**config.mk**
```make
export PLATFORM = sky130hd
export DESIGN_NAME = viewport_fetch_flat
export DESIGN_NICKNAME = d
export VERILOG_FILES = /design/src/rtl/viewport_fetch_if.sv /design/src/rtl/viewport_fetch.sv /design/src/flat_wrapper.sv
export SDC_FILE = /design/constraint.sdc
export NUM_CORES = 1
export LEC_CHECK = 0
export ABC_AREA = 1
export BUFFER_PORTS_ARGS = -buffer_cell sky130_fd_sc_hd__buf_4
export CAP_MARGIN = 10
export CELL_PAD_IN_SITES_DETAIL_PLACEMENT = 1
export CELL_PAD_IN_SITES_GLOBAL_PLACEMENT = 1
export CORE_AREA = 4 4 149 151
export DETAILED_ROUTE_END_ITERATION = 10
export DIE_AREA = 0 0 153 155
export PLACE_DENSITY_LB_ADDON = 0.1
export SYNTH_ARGS = -nofsm -noshare
export SYNTH_HDL_FRONTEND = slang
export SYNTH_SLANG_ARGS = --single-unit
```
**constraint.sdc**
```tcl
create_clock -name clk -period 4 [get_ports clk]
set_clock_uncertainty 0.2 [all_clocks]
set_input_delay 0.4 -clock clk [delete_from_list [all_inputs] [get_ports clk]]
set_output_delay 0.4 -clock clk [all_outputs]
set_load 0.02 [all_outputs]
```
**src/rtl/viewport_fetch_if.sv**
```systemverilog
// Bundled scroll-input, canvas-RAM read port and pixel-stream signals for viewport_fetch.
interface viewport_fetch_if #(
  parameter int unsigned AW = 13
);
  logic [10:0]   col_offset;
  logic          frame_start;
  logic [AW-1:0] mem_addr;
  logic          mem_re;
  logic [7:0]    mem_rdata;
  logic [7:0]    out_data;
  logic          out_valid;
  logic          out_ready;
  logic          out_last;
  logic          busy;
  logic          frame_drop;
  logic          off_err;

  // Fetch engine side
  modport master (
    input  col_offset, frame_start, mem_rdata, out_ready,
    output mem_addr, mem_re, out_data, out_valid, out_last, busy, frame_drop, off_err
  );

  // Scroll controller / RAM / serialiser side
  modport slave (
    output col_offset, frame_start, mem_rdata, out_ready,
    input  mem_addr, mem_re, out_data, out_valid, out_last, busy, frame_drop, off_err
  );
endinterface

```
**src/rtl/viewport_fetch.sv**
```systemverilog
// Streams one VIEW_W-wide window of the page-organised canvas RAM per frame request,
// using a col_offset snapshot taken at frame acceptance. Canvas columns wrap modulo CANVAS_W.
module viewport_fetch #(
  parameter int unsigned CANVAS_W = 896,
  parameter int unsigned VIEW_W   = 128,
  parameter int unsigned PAGES    = 8,
  parameter int unsigned AW       = 13
) (
  input  logic              clk,
  input  logic              rst,
  viewport_fetch_if.master  bus
);

  localparam int unsigned OW    = 11;
  localparam int unsigned SW    = 12;
  localparam int unsigned CW    = (VIEW_W > 1) ? $clog2(VIEW_W) : 1;
  localparam int unsigned PW    = (PAGES > 1) ? $clog2(PAGES) : 1;
  localparam int unsigned DEPTH = 4;
  localparam int unsigned PTRW  = 2;
  localparam int unsigned CNTW  = 3;
  localparam int unsigned EW    = 9;

  localparam logic [SW-1:0] CANVAS_S  = SW'(CANVAS_W);
  localparam logic [OW-1:0] CANVAS_O  = OW'(CANVAS_W);
  localparam logic [CW-1:0] COL_LAST  = CW'(VIEW_W - 1);
  localparam logic [PW-1:0] PAGE_LAST = PW'(PAGES - 1);

  typedef enum logic [1:0] {S_IDLE, S_FETCH, S_DRAIN} state_e;

  state_e           state_q, state_d;
  logic [OW-1:0]    off_q, off_d;
  logic [CW-1:0]    col_q, col_d;
  logic [PW-1:0]    page_q, page_d;
  logic [AW-1:0]    mem_addr_q, mem_addr_d;
  logic             mem_re_q, mem_re_d;
  logic             re_last_q, re_last_d;
  logic             rd_vld_q, rd_vld_d;
  logic             rd_last_q, rd_last_d;
  logic [EW-1:0]    fifo_q [DEPTH];
  logic [EW-1:0]    fifo_d [DEPTH];
  logic [PTRW-1:0]  wr_ptr_q, wr_ptr_d;
  logic [PTRW-1:0]  rd_ptr_q, rd_ptr_d;
  logic [CNTW-1:0]  cnt_q, cnt_d;
  logic [EW-1:0]    head_q, head_d;
  logic             valid_q, valid_d;
  logic             busy_q, busy_d;
  logic             drop_q, drop_d;
  logic             err_q, err_d;

  logic             off_bad;
  logic [OW-1:0]    off_new;
  logic [OW-1:0]    off_sel;
  logic [CW-1:0]    col_sel;
  logic [PW-1:0]    page_sel;
  logic [SW-1:0]    c_sum;
  logic [SW-1:0]    c_wrap;
  logic [AW-1:0]    addr_c;
  logic             sel_last;
  logic             room;
  logic             issue;
  logic             push;
  logic             pop;

  // Address of the next read; in IDLE it is beat 0 of the frame being accepted
  always_comb begin
    off_bad  = (bus.col_offset >= CANVAS_O);
    off_new  = off_bad ? '0 : bus.col_offset;
    off_sel  = (state_q == S_IDLE) ? off_new : off_q;
    col_sel  = (state_q == S_IDLE) ? '0 : col_q;
    page_sel = (state_q == S_IDLE) ? '0 : page_q;
    c_sum    = SW'(off_sel) + SW'(col_sel);
    c_wrap   = (c_sum >= CANVAS_S) ? (c_sum - CANVAS_S) : c_sum;
    addr_c   = (AW'(page_sel) * AW'(CANVAS_W)) + AW'(c_wrap);
    sel_last = (page_sel == PAGE_LAST) && (col_sel == COL_LAST);
  end

  // Frame FSM, read issue and window counters
  always_comb begin
    state_d    = state_q;
    off_d      = off_q;
    col_d      = col_q;
    page_d     = page_q;
    mem_addr_d = mem_addr_q;
    mem_re_d   = 1'b0;
    re_last_d  = 1'b0;
    rd_vld_d   = mem_re_q;
    rd_last_d  = re_last_q;
    busy_d     = busy_q;
    drop_d     = 1'b0;
    err_d      = 1'b0;
    issue      = 1'b0;
    pop        = valid_q && bus.out_ready;
    // Outstanding reads never exceed the free FIFO slots
    room       = (cnt_q + CNTW'(mem_re_q)) <= CNTW'(2);

    unique case (state_q)
      S_IDLE: begin
        if (bus.frame_start) begin
          off_d   = off_new;
          err_d   = off_bad;
          busy_d  = 1'b1;
          issue   = 1'b1;
          state_d = S_FETCH;
        end
      end
      S_FETCH: begin
        drop_d = bus.frame_start;
        issue  = room;
      end
      S_DRAIN: begin
        drop_d = bus.frame_start;
        if (pop && head_q[EW-1]) begin
          busy_d  = 1'b0;
          state_d = S_IDLE;
        end
      end
      default: state_d = S_IDLE;
    endcase

    if (issue) begin
      mem_addr_d = addr_c;
      mem_re_d   = 1'b1;
      re_last_d  = sel_last;
      if (col_sel == COL_LAST) begin
        col_d  = '0;
        page_d = page_sel + PW'(1);
      end else begin
        col_d  = col_sel + CW'(1);
        page_d = page_sel;
      end
      if (sel_last) begin
        state_d = S_DRAIN;
      end
    end
  end

  // Output FIFO; the head is re-registered so out_data/out_last come straight from flops
  always_comb begin
    fifo_d   = fifo_q;
    wr_ptr_d = wr_ptr_q;
    rd_ptr_d = rd_ptr_q;
    cnt_d    = cnt_q;
    push     = rd_vld_q;
    if (push) begin
      fifo_d[wr_ptr_q] = {rd_last_q, bus.mem_rdata};
      wr_ptr_d         = wr_ptr_q + PTRW'(1);
    end
    if (pop) begin
      rd_ptr_d = rd_ptr_q + PTRW'(1);
    end
    unique case ({push, pop})
      2'b10:   cnt_d = cnt_q + CNTW'(1);
      2'b01:   cnt_d = cnt_q - CNTW'(1);
      default: cnt_d = cnt_q;
    endcase
    valid_d = (cnt_d != '0);
    head_d  = fifo_d[rd_ptr_d];
  end

  // State registers
  always_ff @(posedge clk or negedge rst) begin
    if (!rst) begin
      state_q    <= S_IDLE;
      off_q      <= '0;
      col_q      <= '0;
      page_q     <= '0;
      mem_addr_q <= '0;
      mem_re_q   <= 1'b0;
      re_last_q  <= 1'b0;
      rd_vld_q   <= 1'b0;
      rd_last_q  <= 1'b0;
      for (int i = 0; i < DEPTH; i++) begin
        fifo_q[i] <= '0;
      end
      wr_ptr_q   <= '0;
      rd_ptr_q   <= '0;
      cnt_q      <= '0;
      head_q     <= '0;
      valid_q    <= 1'b0;
      busy_q     <= 1'b0;
      drop_q     <= 1'b0;
      err_q      <= 1'b0;
    end else begin
      state_q    <= state_d;
      off_q      <= off_d;
      col_q      <= col_d;
      page_q     <= page_d;
      mem_addr_q <= mem_addr_d;
      mem_re_q   <= mem_re_d;
      re_last_q  <= re_last_d;
      rd_vld_q   <= rd_vld_d;
      rd_last_q  <= rd_last_d;
      fifo_q     <= fifo_d;
      wr_ptr_q   <= wr_ptr_d;
      rd_ptr_q   <= rd_ptr_d;
      cnt_q      <= cnt_d;
      head_q     <= head_d;
      valid_q    <= valid_d;
      busy_q     <= busy_d;
      drop_q     <= drop_d;
      err_q      <= err_d;
    end
  end

  assign bus.mem_addr   = mem_addr_q;
  assign bus.mem_re     = mem_re_q;
  assign bus.out_data   = head_q[7:0];
  assign bus.out_last   = valid_q & head_q[EW-1];
  assign bus.out_valid  = valid_q;
  assign bus.busy       = busy_q;
  assign bus.frame_drop = drop_q;
  assign bus.off_err    = err_q;

endmodule

```
**src/flat_wrapper.sv**
```systemverilog
// flat-port wrapper written by rule: the top's interface ports become plain ports
module viewport_fetch_flat 
#(
  parameter int unsigned CANVAS_W = 896,
  parameter int unsigned VIEW_W   = 128,
  parameter int unsigned PAGES    = 8,
  parameter int unsigned AW       = 13
)
  (clk, rst, bus_col_offset, bus_frame_start, bus_mem_rdata, bus_out_ready, bus_mem_addr, bus_mem_re, bus_out_data, bus_out_valid, bus_out_last, bus_busy, bus_frame_drop, bus_off_err);
  viewport_fetch_if #(.AW(AW)) bus_i ();
  input  logic clk;
  input  logic rst;
  input wire logic [$bits(bus_i.col_offset)-1:0] bus_col_offset;
  input wire logic [$bits(bus_i.frame_start)-1:0] bus_frame_start;
  input wire logic [$bits(bus_i.mem_rdata)-1:0] bus_mem_rdata;
  input wire logic [$bits(bus_i.out_ready)-1:0] bus_out_ready;
  output wire logic [$bits(bus_i.mem_addr)-1:0] bus_mem_addr;
  output wire logic [$bits(bus_i.mem_re)-1:0] bus_mem_re;
  output wire logic [$bits(bus_i.out_data)-1:0] bus_out_data;
  output wire logic [$bits(bus_i.out_valid)-1:0] bus_out_valid;
  output wire logic [$bits(bus_i.out_last)-1:0] bus_out_last;
  output wire logic [$bits(bus_i.busy)-1:0] bus_busy;
  output wire logic [$bits(bus_i.frame_drop)-1:0] bus_frame_drop;
  output wire logic [$bits(bus_i.off_err)-1:0] bus_off_err;
  assign bus_i.col_offset = bus_col_offset;
  assign bus_i.frame_start = bus_frame_start;
  assign bus_i.mem_rdata = bus_mem_rdata;
  assign bus_i.out_ready = bus_out_ready;
  assign bus_mem_addr = bus_i.mem_addr;
  assign bus_mem_re = bus_i.mem_re;
  assign bus_out_data = bus_i.out_data;
  assign bus_out_valid = bus_i.out_valid;
  assign bus_out_last = bus_i.out_last;
  assign bus_busy = bus_i.busy;
  assign bus_frame_drop = bus_i.frame_drop;
  assign bus_off_err = bus_i.off_err;
  viewport_fetch #(.CANVAS_W(CANVAS_W), .VIEW_W(VIEW_W), .PAGES(PAGES), .AW(AW)) u_core (.clk(clk), .rst(rst), .bus(bus_i));
endmodule
```
## Word level (Yosys, flattened, before mapping)

Cells that the tools add are included.

| storage, ports and cells | value |
|---|---|
| flip-flop bits (word level) | 96 |
| input port bits | 23 |
| output and inout bits | 27 |
| word-level logic and storage cells | 90 |

| operators by class | value |
|---|---|
| add/subtract/negate cells | 10 |
| multiply operators | 1 |
| order comparisons | 6 |
| eq/ne operators | 8 |
| multiplexer cells | 31 |
| bitwise gates (word level) | 3 |
| reduce and logical (&&, ||, !) cells | 10 |

Operators with widths:

| cell | number |
|---|---|
| $bwmux 36 | 1 |
| $mux 36 | 1 |
| $mux 9 | 3 |
| $mux 11 | 2 |
| $bmux 9 s2 | 1 |
| $demux 9 s2 | 1 |
| $mux 7 | 2 |
| $add 13x12->13 | 1 |
| $add 11x7->12 | 1 |
| $ge 12x10->1 const B | 1 |
| $mux 12 | 1 |
| $sub 12x10->12 const B | 1 |
| $ge 11x10->1 const B | 1 |
| $mux 2 | 5 |
| $mux 1 | 8 |
| $add 7x1->7 const B | 1 |
| $eq 7x7->1 const B | 1 |
| $add 3x1->3 const B | 2 |
| $ge 3x3->1 const B | 2 |
| $mul 3x3->6 const B | 1 |
| $mux 3 | 2 |
| $not 2->3 | 2 |
| $pmux 2 s3 | 1 |
| $pmux 3 s2 | 1 |
| 19 further kinds | 26 |

## Depth between registers and ports, before layout

Gate-level depths: netlist of the first run.

| logic depth | value |
|---|---|
| depth after elaboration | 10 |
| depth in mapped cells | 30 |

## Worst setup path after synthesis of the first run

OpenSTA, ideal clock, no wires.

| timing | value |
|---|---|
| path type | register -> register |
| start | register u_core.state_q[0] |
| end | register u_core.mem_addr_q[12] (netlist: u_core.bus.mem_addr[12]) |
| library setup time | 135 ps |
| arrival time | 3862 ps |
| required time | 3665 ps |
| slack | -198 ps |
| stages on the path, launching flop included | 28 |
| period minus slack after synthesis | 4198 ps |
| cell sequence | dfrtp_1 inv_1 ha_1 buf_2 clkbuf_1 o21ai_0 ha_1 fa_1 nand2_1 nand3_1 nand2_1 nand2_1 nand2_1 nand2_1 nand2_1 inv_1 ha_1 nand3_1 nand2_1 a21oi_1 ha_1 a21oi_1 nand2_1 nand2_1 nand2_1 a21oi_1 xnor2_1 o21ai_0 |

| between the ends | value |
|---|---|
| cells in the longest elaborated chain, start to end | 6 |

RTL lines:

| item | RTL line | source |
|---|---|---|
| start, declared | viewport_fetch.sv:30 | `state_e state_q, state_d;` |
| start signal, assigned | viewport_fetch.sv:184 | `state_q <= state_d;` |
| $logic_not 2->1 | - |  |
| $mux 11 or $mux 7 (tied branches) | viewport_fetch.sv:68, viewport_fetch.sv:69 |  |
| $add 11x7->12 | viewport_fetch.sv:71 | `c_sum = SW'(off_sel) + SW'(col_sel);` |
| $sub 12x10->12 or $ge 12x10->1 (tied branches) | viewport_fetch.sv:72 | `c_wrap = (c_sum >= CANVAS_S) ? (c_sum - CANVAS_S) : c_sum;` |
| $mux 12 | viewport_fetch.sv:72 |  |
| $add 13x12->13 | viewport_fetch.sv:73 | `addr_c = (AW'(page_sel) * AW'(CANVAS_W)) + AW'(c_wrap);` |
| end signal, assigned | viewport_fetch.sv:188 | `mem_addr_q <= mem_addr_d;` |
| end, declared | viewport_fetch.sv:34 | `logic [AW-1:0] mem_addr_q, mem_addr_d;` |

Parallel ways exist; a longest one is shown, timed or not.
A chain may end at the register's enable or synchronous reset.

## Worst setup path in the final report of the first run

Same ends and word-level chain as after synthesis.

==> metrics.log, run 1 <==
INFO  metric grt_use_total = 12.9%
INFO  metric final_min_period_over_clock_period = 94.2%
INFO  metric yosysWarnings = 0
INFO  metric cts_tree = yes
INFO  metric leakage = 3.47 nW
INFO  metric final_routed_wire_length_divided_by_cell_count = 14.6 microns
INFO  metric reg2reg_start = u_core.state_q[0]
INFO  metric areaGrowthSynthToFinish = 31.0%
INFO  metric multi_input_area = 2470 sq um
INFO  metric detailedRoute.firstIterationViolations = about 130
INFO  metric finalPower = 4.59 mW
INFO  metric port-buffer-count = 49
INFO  metric ir_drop = around 0.00025 V
INFO  metric postLayoutCoreUtil = about 32%
INFO  metric clock_sink_count = 96
INFO  metric run_status = finished clean
INFO  metric floorplan.die.width = 153 microns
INFO  metric num_vias = 4477
INFO  metric synth.yosys.seq_area_share = roughly 47%
INFO  metric synth.ff_latch_count = 96
INFO  metric worst_pin_slew = 0.834 ns
INFO  metric fillerInstances = 2488
INFO  metric clock_tree.root_cell = clkbuf_16
INFO  metric finalWorstSetupSlack = 0.234 ns
INFO  metric critical-path-max-stage-delay = roughly 0.4 ns
INFO  metric post_synth_design_cell_area = 5160 sq um
INFO  metric initial_utilization = 24.8%
INFO  metric max_cap_violations = 0
INFO  metric postRouteAntennaNets = 0
INFO  metric min_to = u_core.bus.frame_drop
INFO  metric asyncSetResetFlopFracSynth = 100%
INFO  metric synth_largest_area_cell = dfrtp_1
INFO  metric syn_inst = approximately 630
INFO  metric grt_overflow = 0
INFO  metric synth-edff-count = 0
INFO  metric r2r_setup_slack = about 0.23 ns
INFO  metric post-place-ws = -0.284 ns
INFO  metric slowest_stage = dfrtp_1
INFO  metric timing.critical_path.fanout_max = 8
INFO  metric final_hold_viols = 0
INFO  metric timing.critical_path.buf_inv = 3
INFO  metric power-per-cell-area = roughly 680 nW/um^2
INFO  metric max-clock-path-buffers = 2
INFO  metric drt_pass1_iterations = 4
INFO  metric critPathTopFamily = adder cells
INFO  metric critPathMostFrequentCell = nand2_2
INFO  metric finish.net_count = between 700 and 800
INFO  metric crit_required = about 4 ns
INFO  metric pin_count = 50
INFO  metric final_hpwl_from_detailed_placement = 10400 microns
INFO  metric mean_area_per_synthesized_cell = 8.20 sq um
INFO  metric critPathArrivalTime = 3.78 ns
INFO  metric hold_slack = 0.0809 ns
INFO  metric grt_pass1_vias = 4891
INFO  metric fin_setup_tns = 0 ns
INFO  metric drt_drc = 0
INFO  metric share_of_final_layout_standard_cells_stronger_than_drive_strength_1 = about 25%
INFO  metric r2r.worst_path.cells = 26
INFO  metric insertion_delay = 0.36 ns
INFO  metric start_kind = flop
INFO  metric drt-vias-per-instance = 4.42
INFO  metric core_region_area = between 20000 and 25000 sq um
INFO  metric synth_nets = 689
INFO  metric wl = between 10000 and 15000 microns
INFO  metric die_h = 155 microns
INFO  metric seqCellArea = 2400 sq um
INFO  metric tritoncts.num_buffers = 9
INFO  metric fmax = 266 MHz
INFO  metric worst_setup_path_end_kind = flop
INFO  metric hold_path.class = in2reg
INFO  metric post-synth-top-count-cell = nand2_1
INFO  metric grt_antenna_before_repair = 0
INFO  metric ctsHtreeMaxLevel = 3
INFO  metric setup_violation_total_in_the_final_timing_report = 0
INFO  metric endpoint_of_the_worst_slack_reg_to_reg_timing_path = u_core.bus.mem_addr[12]
INFO  metric largest_net_degree_at_the_start_of_global_routing = 60
INFO  metric ys_types = 34
INFO  metric timing.final.crit_period = approximately 3.8 ns
INFO  metric die_area = 23700 sq um
INFO  metric synth_top_area_share = 46.6%
INFO  metric yosys-top-cells-count = nand2_1, dfrtp_1, inv_1
INFO  metric global_route_wire_length_before_repair = 24800 microns
INFO  metric min_path_cells = 3
INFO  metric core.rowCount = 53
INFO  metric routabilityCongestion = 0.819
INFO  metric final_max_slew_viol_count = 0
INFO  metric num_antenna_cells = 0
INFO  metric hp-start = bus_frame_start
INFO  metric yosys-top-cells-area = dfrtp_1, nand2_1, ha_1, o21ai_0, inv_1
INFO  metric clkSlewWorstSetupHoldPaths = 0.08 ns
INFO  metric max-slew-margin-rel = approximately 44%
INFO  metric yosys_most_used_dff = dfrtp_1
INFO  metric worst-setup-path-type = reg2reg
-- where the power goes --
| group | internal [mW] | switching (mW) |
|---|---|---|
| combinational | 0.845 | 1.36 |
| sequential | 1.36 | 0.162 |
| clock | 0.436 | 0.432 |
| total | 2.64 | 1.95 |
-- worst max path at each step --
| stage | to | from | slack (ns) | cells after the start |
|---|---|---|---|---|
| after floorplan | u_core.bus.mem_addr[12] | u_core.state_q[0] | 0.02 | 27 |
| after global placement | u_core.bus.mem_addr[12] | bus_col_offset[9] | -0.17 | 28 |
| after detailed placement | u_core.bus.mem_addr[12] | bus_col_offset[9] | -0.28 | 28 |
| after CTS | u_core.bus.mem_addr[12] | u_core.state_q[1] | 0.006 | 26 |
| after global routing | u_core.bus.mem_addr[12] | u_core.state_q[0] | -0.03 | 25 |
| final | u_core.bus.mem_addr[12] | u_core.state_q[0] | 0.23 | 26 |
-- cells by family after synthesis --
kind of cell,Yosys count,synth area share [%]
AO/OA/AOI/OAI,123,12.6
XOR/XNOR,16,2.86
adder cells (fa/ha/maj),37,9.85
buffers and inverters,117,9.22
flip-flops,96,46.6
multiplexers,1,0.194
AND/OR/NAND/NOR,239,18.7
-- layout make-up --
class,instances,area share [%]
clock inverters,7,0.926
repair buffers,115,13.3
inverters,94,5.22
flip-flops and latches,96,35.6
clock buffers,9,3.33
well taps,275,5.09
multi-input cells,416,36.6
-- flip-flops by register name (all words and copies together) (netlist names) --
signal                 cells
u_core.fifo_q             36
u_core.bus.mem_addr       13
u_core.off_q              11
u_core.head_q              9
u_core.col_q               7
u_core.cnt_q               3
u_core.page_q              3
u_core.rd_ptr_q            2
u_core.state_q             2
u_core.wr_ptr_q            2
u_core.bus.busy            1
u_core.bus.frame_drop      1
u_core.bus.mem_re          1
u_core.bus.off_err         1
u_core.bus.out_valid       1
u_core.push                1
u_core.rd_last_d           1
u_core.rd_last_q           1
-- layout by cell type, fill, tap and decap left out, drive strengths merged --
master | netlist | layout
a211oi | 1 | 1
a21boi | 1 | 1
a21o | 1 | 1
a21oi | 31 | 31
a31oi | 3 | 3
buf | 14 | 114
clkbuf | 9 | 9
clkinv | 1 | 3
clkinvlp | 0 | 1
dfrtp | 96 | 96
dlygate4sd3 | 0 | 1
fa | 6 | 6
ha | 31 | 31
inv | 93 | 97
mux2i | 1 | 1
nand2 | 137 | 137
nand3 | 23 | 23
nand3b | 2 | 2
nand4 | 2 | 2
nor2 | 67 | 67
nor3 | 3 | 3
o211ai | 1 | 1
o21ai | 72 | 72
o22ai | 13 | 13
or2 | 4 | 4
or3 | 1 | 1
xnor2 | 7 | 7
xor2 | 9 | 9
-- per-layer routing --
metal | share of wire (%) | track usage, % | vias up
met5 | 0 | 0 | -
met2 | 51 | 23.0 | 37
met3 | 2.1 | 2.06 | 12
met1 | 45 | 16.0 | 2234
met4 | 1.4 | 4.37 | 0
li1 | - | - | 2194
-- repair_timing --
action                                  in CTS  in global routing
hold buffers                                 1                  0
endpoints found under the hold margin       57                  0
endpoints found under the setup margin       4                  4
resized for setup                            9                 49
pin swaps                                    2                 25
setup buffers                                2                 11
cloned                                       0                  0
-- per-stage QoR --
| stage | std cells | instance area [sq um] |
|---|---|---|
| global placement | 982 | 6170 |
| detailed placement | 982 | 6170 |
| global route | 1012 | 6750 |
| CTS | 1001 | 6510 |
| floorplan | 629 | 5170 |
| finish | 1012 | 6750 |
-- worst reg2reg max path: cells and delay by family, from the launching register on --
family / cells / cell delay [ns]
flops: 1 / 0.40
fa+ha+maj: 5 / 1.23
simple gates: 13 / 0.93
buf+inv: 3 / 0.29
xor+xnor: 1 / 0.13
compound gates: 4 / 0.49
(Power assumes the default switching activity.)
==> run 2: changes to the inputs <==
--- a/config.mk
+++ b/config.mk
@@ -10,9 +10,9 @@
 export CAP_MARGIN = 10
 export CELL_PAD_IN_SITES_DETAIL_PLACEMENT = 1
 export CELL_PAD_IN_SITES_GLOBAL_PLACEMENT = 1
-export CORE_AREA = 4 4 149 151
+export CORE_AREA = 4 4 114 198
 export DETAILED_ROUTE_END_ITERATION = 10
-export DIE_AREA = 0 0 153 155
+export DIE_AREA = 0 0 118 202
 export PLACE_DENSITY_LB_ADDON = 0.1
 export SYNTH_ARGS = -nofsm -noshare
 export SYNTH_HDL_FRONTEND = slang
==> metrics.log, run 2 (synthesis results as in run 1) <==
INFO  metric run_status = finished clean (unchanged)
INFO  metric final_max_slew_viol_count = 0 (unchanged)
INFO  metric min_path_cells = 3 (unchanged)
INFO  metric clock_tree.root_cell = clkbuf_16 (unchanged)
INFO  metric pin_count = 50 (unchanged)
INFO  metric core.rowCount = 70 (was 53)
INFO  metric dr_wl_met2 = 8770 microns (was 7600 microns)
INFO  metric post-place-ws = -0.324 ns (was -0.284 ns)
INFO  metric share_of_final_layout_standard_cells_stronger_than_drive_strength_1 = 23.0% (was 24.7%)
INFO  metric insertion_delay = 0.35 ns (was 0.36 ns)
INFO  metric wl = 15000 microns (was 14800 microns)
INFO  metric critPathMostFrequentCell = nand2_1 (was nand2_2)
INFO  metric registers.top_by_ff_count = u_core.fifo_q (unchanged)
INFO  metric global_route_wire_length_before_repair = 25100 microns (was 24800 microns)
INFO  metric layout.cells.most_common = nand2_1 (unchanged)
INFO  metric finalWorstSetupSlack = 0.207 ns (was 0.234 ns)
INFO  metric die_area = 23800 sq um (was 23700 sq um)
INFO  metric fmax = 264 MHz (was 266 MHz)
INFO  metric critical-path-max-stage-delay = 0.36 ns (was 0.40 ns)
INFO  metric grt_overflow = 0 (unchanged)
INFO  metric routabilityCongestion = 0.764 (was 0.819)
INFO  metric clkSlewWorstSetupHoldPaths = 0.07 ns (was 0.08 ns)
INFO  metric clock_sink_count = 96 (unchanged)
INFO  metric start_kind = flop (unchanged)
INFO  metric critPathArrivalTime = 3.81 ns (was 3.78 ns)
INFO  metric worst-setup-path-type = reg2reg (unchanged)
INFO  metric max-clock-path-buffers = 2 (unchanged)
INFO  metric die_h = 202 microns (was 155 microns)
INFO  metric grt_use_total = 13.3% (was 12.9%)
INFO  metric max_ffs_per_register = 36 (unchanged)
INFO  metric drt_pass1_iterations = 4 (unchanged)
INFO  metric final_hpwl_from_detailed_placement = 11300 microns (was 10400 microns)
INFO  metric ir_drop = 0.000213 V (was 0.000245 V)
INFO  metric final_cell_mix = nand2_1, buf_4, dfrtp_1 (unchanged)
INFO  metric leakage = 3.44 nW (was 3.47 nW)
INFO  metric finish.net_count = 791 (was 792)
INFO  metric final_routed_wire_length_divided_by_cell_count = 15.2 microns (was 14.6 microns)
INFO  metric route.top_layer_used = met4 (unchanged)
INFO  metric drt-vias-per-instance = 4.45 (was 4.42)
INFO  metric drt_drc = 0 (unchanged)
INFO  metric num_vias = 4388 (was 4477)
INFO  metric route.met3.wl = 340 microns (was 304 microns)
INFO  metric crit_required = 4.01 ns (was 4.02 ns)
INFO  metric detailedRoute.firstIterationViolations = 96 (was 126)
INFO  metric num_antenna_cells = 0 (unchanged)
INFO  metric r2r.worst_path.cells = 26 (unchanged)
INFO  metric largest_net_degree_at_the_start_of_global_routing = 61 (was 60)
INFO  metric setup_violation_total_in_the_final_timing_report = 0 (unchanged)
INFO  metric max_cap_violations = 0 (unchanged)
INFO  metric cts_tree = yes (unchanged)
INFO  metric power-per-cell-area = 682 nW/um^2 (was 679 nW/um^2)
INFO  metric postRouteAntennaNets = 0 (unchanged)
INFO  metric grt_pass1_vias = 4937 (was 4891)
INFO  metric setup_repair_after_global_routing_missed_its_margin = true
INFO  metric worst_setup_path_end_kind = flop (unchanged)
INFO  metric worst_pin_slew = 0.805 ns (was 0.834 ns)
INFO  metric final_hold_viols = 0 (unchanged)
INFO  metric final_min_period_over_clock_period = 94.8% (was 94.2%)
INFO  metric core_region_area = 20800 sq um (about the same)
INFO  metric hold_path.class = in2reg (unchanged)
INFO  metric port-buffer-count = 49 (unchanged)
INFO  metric floorplan.die.width = 118 microns (was 153 microns)
INFO  metric met1_wire_length = 5660 microns (was 6670 microns)
INFO  metric timing.critical_path.fanout_max = 8 (unchanged)
INFO  metric slowest_stage = dfrtp_1 (unchanged)
INFO  metric tritoncts.num_buffers = 9 (unchanged)
INFO  metric ctsHtreeMaxLevel = 3 (unchanged)
INFO  metric placement.cell_area = 6140 sq um (was 6170 sq um)
INFO  metric final_design_area_no_fill = 6610 sq um (was 6750 sq um)
INFO  metric max-slew-margin-rel = 46.3% (was 44.4%)
INFO  metric timing.final.crit_period = 3.79 ns (was 3.77 ns)
INFO  metric areaGrowthSynthToFinish = 28.1% (was 31.0%)
INFO  metric finalPower = 4.50 mW (was 4.59 mW)
INFO  metric initial_utilization = 24.7% (was 24.8%)
INFO  metric grt_antenna_before_repair = 0 (unchanged)
==> run 2: cell count changes in the layout (fill, tap and decap cells not counted), moves of 3 or more <==
cell	change
a21oi_2	+3
inv_6	-3
nand2_1	+5
nand2_2	-4
==> run 2: metal layers <==
| metal | vias up | track usage, % |
|---|---|---|
| met1 | 2146 | 13.4 |
| li1 | 2190 | - |
| met2 | 35 | 26.7 |
| met3 | 17 | 2.49 |
| met4 | 0 | 4.36 |
| met5 | - | 0 |
==> run 2: worst max-delay path: cells and delay by family (launching register included) <==
family | cells | cell delay, ns
AND/OR/NAND/NOR | 13 | 1.06
adder cells (fa/ha/maj) | 4 | 0.98
buffers and inverters | 4 | 0.49
AO/OA/AOI/OAI | 4 | 0.43
flip-flops | 1 | 0.36
XOR/XNOR | 1 | 0.13
==> run 2: timing repair <==
action,4_1_cts,5_1_grt
gates resized for setup,9,33
endpoints found under the hold margin,58,0
hold buffers,1,0
buffers inserted,3,6
pin swaps,2,19
setup endpoints to repair,4,4
==> run 2: stage by stage <==
| stage | util (%) | hold WS (ns) | TNS (ns) | std cells |
|---|---|---|---|---|
| global placement | 29.4 | 0.138 | -0.535 | 962 |
| global route | 31.7 | 0.129 | -0.109 | 987 |
| floorplan | - | -0.0956 | 0 | 629 |
| CTS | 31.0 | 0.115 | 0 | 981 |
| finish | 31.7 | 0.132 | 0 | 987 |
| detailed placement | 29.4 | 0.138 | -0.658 | 962 |
==> run 2: final cells by class <==
| cell class | instances | area [sq um] |
|---|---|---|
| tap | 252 | 315 |
| clock buffer | 11 | 243 |
| clock inverter | 4 | 31.3 |
| timing repair buffer | 114 | 866 |
| inverter | 94 | 353 |
| multi-input combinational | 416 | 2390 |
| fill | 2505 | 14200 |
| sequential | 96 | 2400 |
==> run 2: report_power, final <==
group	switching (mW)	internal (mW)	total [mW]
clock	0.392	0.437	0.829
combinational	1.33	0.813	2.14
sequential	0.171	1.36	1.53
total	1.90	2.61	4.50
==> run 2: path summary, 6_finish.rpt <==
kind	endpoint	slack (ns)	startpoint
worst min register to register	u_core.rd_last_q	0.15	u_core.rd_last_d
worst max-delay path	u_core.bus.mem_addr[12]	0.21	u_core.state_q[0]
worst max register to register	u_core.bus.mem_addr[12]	0.21	u_core.state_q[0]
worst min-delay path	u_core.bus.frame_drop	0.13	bus_frame_start
max in group asynchronous	u_core.push	2.32	rst
min in group asynchronous	u_core.fifo_q[23]	0.47	rst
==> run 3: changes to the inputs <==
--- a/config.mk
+++ b/config.mk
@@ -10,9 +10,10 @@
 export CAP_MARGIN = 10
 export CELL_PAD_IN_SITES_DETAIL_PLACEMENT = 1
 export CELL_PAD_IN_SITES_GLOBAL_PLACEMENT = 1
-export CORE_AREA = 4 4 114 198
+export CORE_AREA = 4 4 89 154
+export CTS_BUF_LIST = sky130_fd_sc_hd__clkbuf_2 sky130_fd_sc_hd__clkbuf_4 sky130_fd_sc_hd__clkbuf_8
 export DETAILED_ROUTE_END_ITERATION = 10
-export DIE_AREA = 0 0 118 202
+export DIE_AREA = 0 0 93 158
 export PLACE_DENSITY_LB_ADDON = 0.1
 export SYNTH_ARGS = -nofsm -noshare
 export SYNTH_HDL_FRONTEND = slang
==> metrics.log, run 3 (synthesis results as in run 1) <==
INFO  metric grt_overflow = 0 (unchanged)
INFO  metric layout.cells.most_common = nand2_1 (unchanged)
INFO  metric finish.net_count = 777 (was 791)
INFO  metric global_route_wire_length_before_repair = 23200 microns (was 25100 microns)
INFO  metric clkSlewWorstSetupHoldPaths = 0.09 ns (was 0.07 ns)
INFO  metric core_region_area = 12400 sq um (was 20800 sq um)
INFO  metric timing.final.crit_period = 3.87 ns (was 3.79 ns)
INFO  metric critical-path-max-stage-delay = 0.40 ns (was 0.36 ns)
INFO  metric final_hold_viols = 0 (unchanged)
INFO  metric port-buffer-count = 49 (unchanged)
INFO  metric final_design_area_no_fill = 6450 sq um (was 6610 sq um)
INFO  metric worst-setup-path-type = reg2reg (unchanged)
INFO  metric cts_tree = yes (unchanged)
INFO  metric die_h = 158 microns (was 202 microns)
INFO  metric num_antenna_cells = 0 (unchanged)
INFO  metric fillerInstances = 1543 (was 2505)
INFO  metric floorplan.die.width = 93 microns (was 118 microns)
INFO  metric die_area = 14700 sq um (was 23800 sq um)
INFO  metric clock_sink_count = 96 (unchanged)
INFO  metric grt_use_total = 19.8% (was 13.3%)
INFO  metric max-clock-path-buffers = 2 (unchanged)
INFO  metric num_vias = 4461 (was 4388)
INFO  metric insertion_delay = 0.37 ns (was 0.35 ns)
INFO  metric reg2reg_start = u_core.state_q[1] (was u_core.state_q[0])
INFO  metric power-per-cell-area = 689 nW/um^2 (was 682 nW/um^2)
INFO  metric placement.cell_area = 5950 sq um (was 6140 sq um)
INFO  metric areaGrowthSynthToFinish = 25.0% (was 28.1%)
INFO  metric registers.top_by_ff_count = u_core.fifo_q (unchanged)
INFO  metric worst_pin_slew = 0.756 ns (was 0.805 ns)
INFO  metric seqCellArea = 2400 sq um (unchanged)
INFO  metric core.rowCount = 54 (was 70)
INFO  metric setup_violation_total_in_the_final_timing_report = 0 (unchanged)
INFO  metric max_ffs_per_register = 36 (unchanged)
INFO  metric pin_count = 50 (unchanged)
INFO  metric multi_input_area = 2440 sq um (was 2390 sq um)
INFO  metric critPathMostFrequentCell = nand2_2 (was nand2_1)
INFO  metric run_status = finished clean (unchanged)
INFO  metric drt_drc = 0 (unchanged)
INFO  metric grt_antenna_before_repair = 0 (unchanged)
INFO  metric final_hpwl_from_detailed_placement = 10100 microns (was 11300 microns)
INFO  metric final_max_slew_viol_count = 0 (unchanged)
INFO  metric startpoint = u_core.state_q[1] (was u_core.state_q[0])
INFO  metric slowest_stage = dfrtp_1 (unchanged)
INFO  metric finalPower = 4.44 mW (was 4.50 mW)
INFO  metric timing.critical_path.fanout_max = 8 (unchanged)
INFO  metric crit_required = 4.02 ns (was 4.01 ns)
INFO  metric critPathArrivalTime = 3.89 ns (was 3.81 ns)
INFO  metric final_routed_wire_length_divided_by_cell_count = 15.7 microns (was 15.2 microns)
INFO  metric ctsHtreeMaxLevel = 3 (unchanged)
INFO  metric tritoncts.num_buffers = 9 (unchanged)
INFO  metric final_cell_mix = nand2_1, dfrtp_1, buf_4 (was nand2_1, buf_4, dfrtp_1)
INFO  metric routabilityCongestion = 0.830 (was 0.764)
INFO  metric share_of_final_layout_standard_cells_stronger_than_drive_strength_1 = 23.7% (was 23.0%)
INFO  metric worst_setup_path_end_kind = flop (unchanged)
INFO  metric drt-vias-per-instance = 5.01 (was 4.45)
INFO  metric leakage = 3.39 nW (was 3.44 nW)
INFO  metric ir_drop = 0.000245 V (was 0.000213 V)
INFO  metric largest_net_degree_at_the_start_of_global_routing = 37 (was 61)
INFO  metric detailedRoute.firstIterationViolations = 104 (was 96)
INFO  metric hold_path.class = in2reg (unchanged)
INFO  metric hp-start = bus_frame_start (unchanged)
INFO  metric clock_tree.root_cell = clkbuf_8 (was clkbuf_16)
INFO  metric fmax = 258 MHz (was 264 MHz)
INFO  metric max-slew-margin-rel = 49.5% (was 46.3%)
INFO  metric postRouteAntennaNets = 0 (unchanged)
INFO  metric setup_repair_after_global_routing_missed_its_margin = true (unchanged)
INFO  metric final_min_period_over_clock_period = 96.7% (was 94.8%)
INFO  metric start_kind = flop (unchanged)
INFO  metric drt_pass1_iterations = 4 (unchanged)
INFO  metric wl = 14000 microns (was 15000 microns)
INFO  metric max_cap_violations = 0 (unchanged)
INFO  metric initial_utilization = 41.5% (was 24.7%)
INFO  metric grt_pass1_vias = 4899 (was 4937)
-- run 3: cell types whose count changed in the layout (fill, tap and decap cells not counted), moves of 7 or more --
cell / delta
clkbuf_8: +9
clkbuf_16: -8
buf_4: -16
nand2_2: +7
nand2_1: -9
-- run 3: cell type report --
class,count,share of cell area [%]
inverters,94,5.47
clock buffers,10,2.14
flip-flops and latches,96,37.3
repair buffers,100,12.4
multi-input cells,416,37.9
well taps,168,3.26
clock inverters,6,1.53
-- run 3: through the flow --
stage / TNS, ns / std cells / util (%) / hold slack [ns] / setup slack [ns]
finish: 0 / 890 / 51.9 / 0.0458 / 0.131
global route: -0.355 / 890 / 51.9 / 0.0447 / -0.160
CTS: 0 / 881 / 50.0 / 0.0353 / 0.00482
detailed placement: -0.499 / 864 / 47.9 / 0.152 / -0.230
global placement: -0.104 / 864 / 47.9 / 0.134 / -0.0958
floorplan: 0 / 629 / - / -0.0956 / 0.0221
-- run 3: power by group --
part,switching [mW],internal [mW],total [mW]
Sequential,0.170,1.36,1.52
Combinational,1.34,0.823,2.17
Clock,0.370,0.380,0.751
Total,1.88,2.56,4.44
-- run 3: routing by layer --
metal	routed length (microns)	global-route usage, %	up-vias	part of all wire (%)
li1	-	-	2157	-
met1	5040	20.2	2232	36
met2	8440	40.4	51	60
met3	260	2.66	21	1.9
met4	240	6.15	0	1.7
met5	0	0	-	0
-- run 3: repair_timing --
| action | in CTS | in global routing |
|---|---|---|
| cloned | 0 | 1 |
| pin swaps | 1 | 26 |
| gates resized for setup | 5 | 53 |
| endpoints found under the hold margin | 29 | 0 |
| hold buffers | 1 | 0 |
| setup buffers | 0 | 8 |
| setup endpoints to repair | 3 | 4 |
-- run 3: worst paths after layout --
path	cells after the start	slack (ns)	endpoint
min in group asynchronous	2	0.29	u_core.head_q[1]
min reg2reg	0	0.17	u_core.rd_last_q
min	3	0.05	u_core.bus.frame_drop
max	28	0.13	u_core.bus.mem_addr[12]
max reg2reg	28	0.13	u_core.bus.mem_addr[12]
max in group asynchronous	3	2.46	u_core.off_q[10]
-- run 3: worst max-delay path, delay by kind of cell (launching register included) --
family / cells / cell delay, ns
and+or+nand+nor: 15 / 1.13
adders and majority gates: 4 / 0.99
AOI/OAI and AO/OA: 5 / 0.57
DFF: 1 / 0.40
buffers and inverters: 3 / 0.32
xor gates and xnor gates: 1 / 0.12
